===== config.mk =====
export PLATFORM = sky130hd
export DESIGN_NAME = dcim_shift_accumulator_flat
export DESIGN_NICKNAME = d
export VERILOG_FILES = /design/src/rtl/dcim_shift_accumulator_if.sv /design/src/rtl/dcim_shift_accumulator.sv /design/src/flat_wrapper.sv
export SDC_FILE = /design/constraint.sdc
export NUM_CORES = 1
export LEC_CHECK = 0
export ABC_AREA = 0
export CORE_MARGIN = 4
export CORE_UTILIZATION = 60
export DETAILED_ROUTE_END_ITERATION = 8
export PLACE_DENSITY = 0.89
export SYNTH_ARGS = -nofsm -noshare
export SYNTH_HDL_FRONTEND = slang
export SYNTH_SLANG_ARGS = --single-unit

===== constraint.sdc =====
create_clock -name clk -period 38.8 [get_ports clk]
set_clock_uncertainty 0.15 [all_clocks]
set_input_delay 7.76 -clock clk [delete_from_list [all_inputs] [get_ports clk]]
set_output_delay 7.76 -clock clk [all_outputs]
set_load 0.03 [all_outputs]

===== src/rtl/dcim_shift_accumulator_if.sv =====
// Beat-in / result-out handshake bundle for dcim_shift_accumulator.
// The master side is whatever feeds the adder-tree beats and consumes the results.
interface dcim_shift_accumulator_if #(
    parameter int IN_W  = 27,
    parameter int OUT_W = 51,
    parameter int NCH   = 4
);
    logic                 st;
    logic                 in_valid;
    logic                 in_ready;
    logic [NCH*IN_W-1:0]  in_data;
    logic                 out_valid;
    logic                 out_ready;
    logic [NCH*OUT_W-1:0] out_data;
    logic                 busy;

    modport master (
        output st, in_valid, in_data, out_ready,
        input  in_ready, out_valid, out_data, busy
    );

    modport slave (
        input  st, in_valid, in_data, out_ready,
        output in_ready, out_valid, out_data, busy
    );
endinterface


===== src/rtl/dcim_shift_accumulator.sv =====
// Multi-channel bit-serial shift-accumulator with a one-deep valid/ready result register.
// Define DCIM_SACC_SIGNED_EN to subtract beat 0 (MSB plane) for two's-complement activations.
module dcim_shift_accumulator #(
    parameter int IN_W  = 27,
    parameter int OUT_W = 51,
    parameter int NCH   = 4,
    parameter int NBITS = 8
) (
    input  logic                     clk,
    input  logic                     rst,
    dcim_shift_accumulator_if.slave  bus
);
    localparam int CW = (NBITS > 1) ? $clog2(NBITS) : 1;

    logic [CW-1:0] cnt_reg;
    logic          out_valid_reg;
    logic          last_beat;
    logic          accept;

    assign last_beat    = (cnt_reg == CW'(NBITS - 1));
    // Only the final beat needs the output slot; earlier beats never stall.
    assign bus.in_ready = !(last_beat && out_valid_reg && !bus.out_ready);
    assign accept       = bus.in_valid && bus.in_ready && !bus.st;
    assign bus.busy     = (cnt_reg != '0);
    assign bus.out_valid = out_valid_reg;

    always_ff @(posedge clk or posedge rst) begin
        if (rst) begin
            cnt_reg <= '0;
        end else if (bus.st) begin
            cnt_reg <= '0;
        end else if (accept) begin
            cnt_reg <= last_beat ? '0 : cnt_reg + CW'(1);
        end
    end

    always_ff @(posedge clk or posedge rst) begin
        if (rst) begin
            out_valid_reg <= 1'b0;
        end else if (accept && last_beat) begin
            out_valid_reg <= 1'b1;
        end else if (bus.out_ready) begin
            out_valid_reg <= 1'b0;
        end
    end

    generate
        for (genvar gi = 0; gi < NCH; gi++) begin : g_ch
            logic [OUT_W-1:0] acc_reg;
            logic [OUT_W-1:0] res_reg;
            logic [OUT_W-1:0] acc_next;
            logic [OUT_W-1:0] shifted;
            logic [OUT_W-1:0] partial;

            assign partial = {{(OUT_W-IN_W){bus.in_data[gi*IN_W+IN_W-1]}},
                              bus.in_data[gi*IN_W +: IN_W]};
            assign shifted = acc_reg << 1;
`ifdef DCIM_SACC_SIGNED_EN
            assign acc_next = (cnt_reg == '0) ? shifted - partial : shifted + partial;
`else
            assign acc_next = shifted + partial;
`endif

            always_ff @(posedge clk or posedge rst) begin
                if (rst) begin
                    acc_reg <= '0;
                end else if (bus.st) begin
                    acc_reg <= '0;
                end else if (accept) begin
                    acc_reg <= last_beat ? '0 : acc_next;
                end
            end

            always_ff @(posedge clk or posedge rst) begin
                if (rst) begin
                    res_reg <= '0;
                end else if (accept && last_beat) begin
                    res_reg <= acc_next;
                end
            end

            assign bus.out_data[gi*OUT_W +: OUT_W] = res_reg;
        end
    endgenerate
endmodule


===== src/flat_wrapper.sv =====
// flat-port wrapper written by rule: the top's interface ports become plain ports
module dcim_shift_accumulator_flat 
#(
    parameter int IN_W  = 27,
    parameter int OUT_W = 51,
    parameter int NCH   = 4,
    parameter int NBITS = 8
)
  (clk, rst, bus_st, bus_in_valid, bus_in_data, bus_out_ready, bus_in_ready, bus_out_valid, bus_out_data, bus_busy);
  dcim_shift_accumulator_if #(.IN_W(IN_W), .OUT_W(OUT_W), .NCH(NCH)) bus_i ();
  input  logic clk;
  input  logic rst;
  input wire logic [$bits(bus_i.st)-1:0] bus_st;
  input wire logic [$bits(bus_i.in_valid)-1:0] bus_in_valid;
  input wire logic [$bits(bus_i.in_data)-1:0] bus_in_data;
  input wire logic [$bits(bus_i.out_ready)-1:0] bus_out_ready;
  output wire logic [$bits(bus_i.in_ready)-1:0] bus_in_ready;
  output wire logic [$bits(bus_i.out_valid)-1:0] bus_out_valid;
  output wire logic [$bits(bus_i.out_data)-1:0] bus_out_data;
  output wire logic [$bits(bus_i.busy)-1:0] bus_busy;
  assign bus_i.st = bus_st;
  assign bus_i.in_valid = bus_in_valid;
  assign bus_i.in_data = bus_in_data;
  assign bus_i.out_ready = bus_out_ready;
  assign bus_in_ready = bus_i.in_ready;
  assign bus_out_valid = bus_i.out_valid;
  assign bus_out_data = bus_i.out_data;
  assign bus_busy = bus_i.busy;
  dcim_shift_accumulator #(.IN_W(IN_W), .OUT_W(OUT_W), .NCH(NCH), .NBITS(NBITS)) u_core (.clk(clk), .rst(rst), .bus(bus_i));
endmodule

==> flow_summary.json <==
{
  "status": "complete, no violations",
  "ys_ff_latch": 408,
  "overflow": 0,
  "relSlewSlack": 0.190,
  "hp-class": "flop to flop",
  "finalWorstSetupSlack_ns": 21.69,
  "firstDrtPassIters": 7,
  "fin_crit_ns": 17.11,
  "post-route-period-util": 0.441,
  "cts_num_sinks": 408,
  "crit_path_end_kind": "primary output",
  "dpl_worst_slack_ns": 21.69,
  "synth_top_cell_by_area": "dfrtp_1",
  "vias": 22200,
  "grt_pass1_vias": 22600,
  "p_leak_uw": 0.0149,
  "synth_top_flop_cell": "dfrtp_1",
  "synth_fp_nets": 3031,
  "routabilityCongestion": 0.932,
  "p_total_uw": 1370,
  "viasPerCell": 6.31,
  "routedWlPerCell_um": 19.8,
  "antennaDiodeCount": 0,
  "antenna_found_initial": 0,
  "yosysWarnings": 0,
  "yosys-top-cells-area": "dfrtp_1 41%, ha_1 9.9%, nand2_1 8.4%",
  "grt_pass1_wl_mm": 115,
  "clock_latency_ns": 0.57,
  "cts_resized": 0,
  "portBuffers": 319,
  "fp.dieW_um": 213,
  "yosysTopAreaCellShare": 0.406,
  "drv_cap": 0,
  "drive_gt1_frac": 0.0531,
  "drt_iter0_drc": 1771,
  "largest_reg_flops": 204,
  "ioPinCount": 320,
  "die_area_um2": 45200,
  "seqCellArea_um2": 10200,
  "whs_ns": 0.317,
  "row_count": 74,
  "coreArea_um2": 41100,
  "pwr_density_cell_nw_per_um2": 45.5,
  "max_freq_mhz": 58.5,
  "synthArstFlopShare": 1.00,
  "route.detailed.drc": 0,
  "avgSynthCellArea_um2": 9.26,
  "setup_viol": 0,
  "final_nets": 3279,
  "area_delta_synth_final_pct": 19.8,
  "worstMarginPinSlew_ns": 1.21,
  "grt_max_degree": 202,
  "synth_cell_types": 79,
  "path_max_fanout": 5,
  "crit_type": "input pin to primary output",
  "hold_viol_final": 0,
  "multiInputGateArea_um2": 14300,
  "cts_root_buf": "clkbuf_16",
  "yosysMostFrequentCell": "nand2_1",
  "path_clk_slew_ns": 0.05,
  "ctsHoldBuffers": 0,
  "die_y_um": 213,
  "place_area_um2": 28700,
  "ys_seq_area_frac": 0.406,
  "cp.required_ns": 30.89,
  "wl_mm": 69.8,
  "nFillCells": 2899,
  "finalSetupTns_ns": 0,
  "synthesis.area_um2": 25100,
  "start_util": 0.611,
  "grt_usage": 0.305,
  "ir_drop_v": 0.0000400,
  "start_kind": "input pin",
  "clockBufferDepth": 3,
  "cp_data_arrival_time_ns": 9.20,
  "synthTopCellsByCount": "562 x nand2_1, 408 x dfrtp_1, 199 x ha_1",
  "ant_nets": 0,
  "slew_viol_final": 0,
  "post-dp-hpwl_mm": 47.7,
  "cts_tree": "built",
  "syn_inst": 2715,
  "htree_levels": 2,
  "cts_inserted_buffers": 44,
  "post-cts-setup-buffer-count": 0,
  "synth_edf_count": 0,
  "rsz0062_at_grt": "false",
  "final_cell_area_um2": 30100
}
==> critical path, cell delays in order <==
cell,delay [ns]
clkdlybuf4s50_1,0.47
nand3b_1,0.24
clkdlybuf4s50_1,0.73
==> power by group <==
group          leakage (uW)  internal, uW  switching, uW  total [uW]
combinational       0.00856           186            269         455
clock              0.000725           255            179         435
sequential          0.00556           460           22.5         482
==> cells by family after synthesis <==
family	Yosys count	synth area share
simple gates	877	0.151
mux	47	0.0210
compound gates	817	0.227
fa+ha+maj	203	0.102
flops	408	0.406
buf+inv	171	0.0258
xor+xnor	192	0.0669
==> cells in the final DEF, fill, tap and decap left out, types with 20 or more instances in the layout <==
cell type,netlist,layout
nand2_1,562,562
dfrtp_1,408,408
clkdlybuf4s50_1,0,319
ha_1,199,199
a21oi_1,196,195
a22o_1,187,187
xnor2_1,125,125
o21ai_0,104,104
a21o_1,103,103
nor2_1,97,97
xor2_1,67,67
nand3_1,47,46
mux2_2,46,46
clkbuf_16,0,45
inv_1,43,42
nand4_1,40,40
o21bai_1,28,28
a31oi_1,25,25
nor2b_1,25,24
o21ai_1,24,24
and3_1,22,21
o21a_1,21,21
nor3_1,20,20
==> stage by stage <==
stage | std cells | util
2_1_floorplan | 2715 | -
3_3_place_gp | 3449 | 0.697
3_5_place_dp | 3449 | 0.697
4_1_cts | 3526 | 0.733
5_1_grt | 3526 | 0.733
6_report | 3526 | 0.733
==> area by class of cell <==
class,instances,area share
clock buffer,59,0.0421
clock inverter,18,0.00669
sequential,408,0.339
timing repair buffer,329,0.109
tap,532,0.0221
multi-input combinational,2136,0.475
inverter,44,0.00573
==> path summary, 6_finish.rpt <==
check | slack (ns) | end | startpoint | cells after the start
worst max-delay path | 21.69 | bus_in_ready | bus_out_ready | 3
worst max register to register | 34.68 | u_core.g_ch[0].res_reg[45]$_DFFE_PP0P_ | u_core.g_ch[0].acc_reg[0]$_DFFE_PP0P_ | 12
worst min-delay path | 0.32 | u_core.g_ch[3].res_reg[46]$_DFFE_PP0P_ | u_core.g_ch[3].res_reg[46]$_DFFE_PP0P_ | 2
max in group asynchronous | 28.92 | u_core.g_ch[2].acc_reg[13]$_DFFE_PP0P_ | rst | 4
min in group asynchronous | 7.50 | u_core.g_ch[0].res_reg[27]$_DFFE_PP0P_ | rst | 2
worst min register to register | 0.32 | u_core.g_ch[3].res_reg[46]$_DFFE_PP0P_ | u_core.g_ch[3].res_reg[46]$_DFFE_PP0P_ | 2
==> per-layer routing <==
metal	up-vias	part of all wire	global-route usage
li1	10300	-	-
met1	10800	0.42	0.403
met2	931	0.47	0.507
met3	200	0.073	0.0588
met4	0	0.034	0.106
met5	-	0	0
Note: power is estimated with default switching activity, not from simulation.
